==> src/rtl/equiv_scoreboard.sv <==
// -----------------------------------------------------------------------------
// EquivScoreboard (module equiv_scoreboard)
//
// Compares, transfer by transfer, the outputs of a behavioral model (b_out)
// against those of a structural model (s_out) over a run of NUM_VECTORS
// accepted sample pairs. It tallies accepted pairs and mismatching pairs and
// remembers where the first mismatch happened and which bits differed there.
//
// Parameters
//   WIDTH        bits per compared output vector (W,V,G,H order, MSB = W)
//   NUM_VECTORS  accepted transfers per run, legal range 1..255
//
// Ports
//   clk              in   sole clock, rising edge
//   rst_n            in   asynchronous active-low reset
//   start            in   one-cycle pulse that begins a run
//   in_valid         in   b_out/s_out hold a sample pair
//   in_ready         out  a pair is accepted this cycle (RUN state)
//   b_out            in   behavioral model outputs [WIDTH]
//   s_out            in   structural model outputs [WIDTH]
//   vec_cnt          out  accepted transfers in the current run [8]
//   mismatch_cnt     out  mismatching transfers, saturating at 255 [8]
//   first_fail_idx   out  0-based transfer index of the first mismatch [8]
//   first_fail_diff  out  b_out ^ s_out at the first mismatch [WIDTH]
//   done             out  run complete, results stable
//   pass             out  done with zero mismatches
//
// Build option
//   SCOREBOARD_STOP_ON_FAIL_EN  when defined, the first mismatching transfer
//                               ends the run (DONE on the next cycle).
// -----------------------------------------------------------------------------
module equiv_scoreboard #(
  parameter int WIDTH       = 4,
  parameter int NUM_VECTORS = 20
) (
  input  logic             clk,
  input  logic             rst_n,
  input  logic             start,
  input  logic             in_valid,
  output logic             in_ready,
  input  logic [WIDTH-1:0] b_out,
  input  logic [WIDTH-1:0] s_out,
  output logic [7:0]       vec_cnt,
  output logic [7:0]       mismatch_cnt,
  output logic [7:0]       first_fail_idx,
  output logic [WIDTH-1:0] first_fail_diff,
  output logic             done,
  output logic             pass
);

  typedef enum logic [1:0] {
    IDLE = 2'd0,
    RUN  = 2'd1,
    DONE = 2'd2
  } stateT;

  // Transfer count at which a full run is complete.
  localparam logic [7:0] LastCnt = 8'(NUM_VECTORS);

  stateT            state_q, state_d;
  logic [7:0]       vecCnt_q, vecCnt_d;
  logic [7:0]       mismatchCnt_q, mismatchCnt_d;
  logic [7:0]       firstIdx_q, firstIdx_d;
  logic [WIDTH-1:0] firstDiff_q, firstDiff_d;
  logic             firstSeen_q, firstSeen_d;

  logic [WIDTH-1:0] diff;
  logic [7:0]       nextCnt;

  // Bits where the two models disagree, and the count this transfer would
  // produce; both are only consumed when a pair is actually accepted.
  assign diff    = b_out ^ s_out;
  assign nextCnt = vecCnt_q + 8'd1;

  // State and result registers. Reset is asynchronous so the scoreboard
  // drops any partial run the moment rst_n falls.
  always_ff @(posedge clk or negedge rst_n) begin
    if (!rst_n) begin
      state_q       <= IDLE;
      vecCnt_q      <= 8'd0;
      mismatchCnt_q <= 8'd0;
      firstIdx_q    <= 8'd0;
      firstDiff_q   <= '0;
      firstSeen_q   <= 1'b0;
    end else begin
      state_q       <= state_d;
      vecCnt_q      <= vecCnt_d;
      mismatchCnt_q <= mismatchCnt_d;
      firstIdx_q    <= firstIdx_d;
      firstDiff_q   <= firstDiff_d;
      firstSeen_q   <= firstSeen_d;
    end
  end

  // Next-state and result update. Everything holds by default; only a start
  // pulse outside RUN or an accepted pair inside RUN changes anything.
  // A start in IDLE/DONE takes priority over in_valid, so a pair presented
  // in the same cycle as start is never counted.
  always_comb begin
    state_d       = state_q;
    vecCnt_d      = vecCnt_q;
    mismatchCnt_d = mismatchCnt_q;
    firstIdx_d    = firstIdx_q;
    firstDiff_d   = firstDiff_q;
    firstSeen_d   = firstSeen_q;

    unique case (state_q)
      IDLE, DONE: begin
        if (start) begin
          state_d       = RUN;
          vecCnt_d      = 8'd0;
          mismatchCnt_d = 8'd0;
          firstIdx_d    = 8'd0;
          firstDiff_d   = '0;
          firstSeen_d   = 1'b0;
        end
      end

      RUN: begin
        if (in_valid) begin
          vecCnt_d = nextCnt;
          if (diff != '0) begin
            if (mismatchCnt_q != 8'hFF) begin
              mismatchCnt_d = mismatchCnt_q + 8'd1;
            end
            // Only the first mismatch of a run is recorded; the index is
            // the count before this transfer, i.e. its 0-based position.
            if (!firstSeen_q) begin
              firstSeen_d = 1'b1;
              firstIdx_d  = vecCnt_q;
              firstDiff_d = diff;
            end
          end
          if (nextCnt == LastCnt) begin
            state_d = DONE;
          end
`ifdef SCOREBOARD_STOP_ON_FAIL_EN
          // Early termination: any mismatch ends the run right away.
          if (diff != '0) begin
            state_d = DONE;
          end
`else
`endif
        end
      end

      default: begin
        state_d = IDLE;
      end
    endcase
  end

  // Status outputs come straight from registered state, so they follow
  // reset immediately and change one cycle after the deciding transfer.
  always_comb begin
    in_ready        = 1'b0;
    done            = 1'b0;
    pass            = 1'b0;
    vec_cnt         = vecCnt_q;
    mismatch_cnt    = mismatchCnt_q;
    first_fail_idx  = firstIdx_q;
    first_fail_diff = firstDiff_q;
    if (state_q == RUN) begin
      in_ready = 1'b1;
    end
    if (state_q == DONE) begin
      done = 1'b1;
      pass = (mismatchCnt_q == 8'd0);
    end
  end

endmodule

==> config.mk <==
export PLATFORM = sky130hd
export DESIGN_NAME = equiv_scoreboard
export DESIGN_NICKNAME = d
export VERILOG_FILES = /design/src/rtl/equiv_scoreboard.sv
export SDC_FILE = /design/constraint.sdc
export NUM_CORES = 1
export LEC_CHECK = 0
export ABC_AREA = 1
export CAP_MARGIN = 20
export CORE_MARGIN = 1
export CORE_UTILIZATION = 40
export DETAILED_ROUTE_END_ITERATION = 8
export PLACE_DENSITY = 0.78
export SETUP_SLACK_MARGIN = 0.02
export SYNTH_ARGS = -nofsm -noshare
export SYNTH_HDL_FRONTEND = slang
export SYNTH_SLANG_ARGS = --single-unit
==> constraint.sdc <==
create_clock -name clk -period 2.4 [get_ports clk]
set_input_delay 0.24 -clock clk [delete_from_list [all_inputs] [get_ports clk]]
set_output_delay 0.24 -clock clk [all_outputs]
set_load 0.01 [all_outputs]
==> metrics <==
status finished clean; die height 69.7 µm; area of the multi-input gates 921 µm²; leakage power 1.12 nW; Setup TNS 0 ns; PostCTS Resize Cnt 0; Yosys cell types 28; clk_skew 0.00583 ns; Post-Place Setup Slack 0.403 ns; final worst slack 0.311 ns; period utilization 87.0%; Sequential Area 776 µm²; post-layout net count 297; post-DP HPWL 3030 µm; clk buf depth 2; DRT antenna net count 0; Worst Hold Class in2async; Worst Setup Start Kind flop; maximum vdd drop 0.000441 V; register bit count reported by yosys 31; critical path endpoint category output port; Max Freq 0.479 GHz; Core Footprint 4380 µm²; RSZ-0062 raised after global routing false; crit-path max FO 2; GR Overflow Total 0; GP Congestion 0.845; Post-CTS Setup Bufs 0; Power Total 2.70 mW; asr flop ratio synth 100%; final hold vios 0; Critical Path RT 2.16 ns; share of cells above drive strength 1 6.76%; CTS tree done; Cells after DPL 326; placed instance area 2290 µm²; # port buffers 42; Finished Cell Area 2380 µm²; syn_nets 253; GRT met2 Usage 30.0%; drt pass-1 iters 4; max-cap viol count 0; Crit Path Class reg2out; total routed wirelength 4200 µm; met3 GRT Util 3.49%; Starting Density 41.9%; Std-Cell Rows 24; fillcell total 433; H-tree Lvls 2; Slew HR 70.3%; Sink Count 31; Ports 43; worst hold slack 0.344 ns; area grow syn2layout 29.5%; die area 4860 µm²; pin count of the biggest net entering global routing 32; Seq/Total Area, Yosys 42.3%; Antenna diodes 0; Power Density 1140 nW/µm²; ys flop type dfrtp_1; vias in the first global route 1603; Syn Inst Count 237; DR iter-0 viols 130; first-pass GRT wire length 7230 µm; CTS clk-pin slew, worst paths 0.07 ns; number of synthesized flops with an enable pin 0; layer with the highest usage met2; root buf cell clkbuf_8; die width 69.7 µm; fin. max-slew vios 0; wire per inst 12.6 µm; Final Non-Filler Cells 333; hold_buf cts 0; post-layout util 54.2%; number of setup violations in the final report 0; worst slew pin tran 0.445 ns; Tot GR Track Use 18.4%; Mapped Avg Cell Area 7.74 µm²; Mapped Area 1840 µm²; met1 Use GR 24.7%; clk_lat worst skew 0.28 ns; fin crit period 2.09 ns; via count 1693; via-per-instance ratio 5.08; TritonCTS Buffers 5; drc violations 0; initial antenna violation count 0; Synth Warn # 0; Critical Path AT 1.85 ns
==> synth_stat cells (3+ instances only) <==
master / number / area [µm²]
o22ai_1: 4 / 25.0
dfrtp_1: 31 / 776
nand3_1: 17 / 85.1
nand4_1: 19 / 119
xor2_1: 5 / 43.8
buf_2: 4 / 20.0
ha_1: 4 / 50.1
nor2_1: 27 / 101
inv_1: 21 / 78.8
o21ai_0: 5 / 25.0
nand2_1: 76 / 285
xnor2_1: 3 / 26.3
==> registers in the layout (all words and copies together) (netlist names) <==
signal and count:
state_q 2, first_fail_diff 4, mismatch_cnt 8, first_fail_idx 8
vec_cnt 8, firstSeen_q 1
==> metal layers <==
layer / up-vias / wire length, µm
li1: 867 / -
met1: 778 / 2000
met2: 43 / 2000
met3: 5 / 152
met4: 0 / 42
met5: - / 0
==> area by class of cell <==
type	count	share of cell area, %
repair buffers	44	18.3
clock buffers	6	3.47
multi-input cells	175	38.7
inverters	24	3.89
well taps	52	2.74
clock inverters	1	0.211
flip-flops and latches	31	32.6
==> placed cells by master (no fill, tap or decap), drive strengths merged, types with 2 or more instances in the layout <==
cell and n:
ha 4, xor2 5, o22ai 4, nand3 19
nand4 20, clkdlybuf4s50 42, nor3 3, a21oi 2
o21ai 5, clkbuf 6, xnor2 3, dfrtp 31
nand2 76, buf 2, inv 24, nor2 30
==> report_power, final <==
group / internal (mW) / switching [mW] / leakage (nW)
Sequential: 0.709 / 0.229 / 0.400
Combinational: 0.599 / 0.751 / 0.670
Clock: 0.225 / 0.191 / 0.0470
==> cell families after synthesis <==
logic type / share of synthesized area (%)
buffers and inverters: 7.57
and+or+nand+nor: 39.5
AOI/OAI and AO/OA: 4.16
adders and majority gates: 2.73
xor gates and xnor gates: 3.82
DFF: 42.3
==> worst paths after layout <==
check / start / endpoint / slack [ns] / depth (start not counted)
setup reg to reg: state_q[1] / first_fail_idx[5] / 0.54 / 8
min in group clk: first_fail_idx[4] / first_fail_idx[4] / 0.47 / 2
hold reg to reg: first_fail_idx[4] / first_fail_idx[4] / 0.47 / 2
setup / recovery: state_q[1] / pass / 0.31 / 5
hold / removal: rst_n / first_fail_diff[1] / 0.34 / 2
max in group asynchronous: rst_n / mismatch_cnt[7] / 1.76 / 2
==> critical path, stage by stage (launching register included) <==
cell and delay, ns:
dfrtp_1 0.44, inv_1 0.08, nor2_1 0.18, nand4_1 0.11, nor4_1 0.19, clkdlybuf4s50_1 0.58
(Power assumes the default switching activity.)
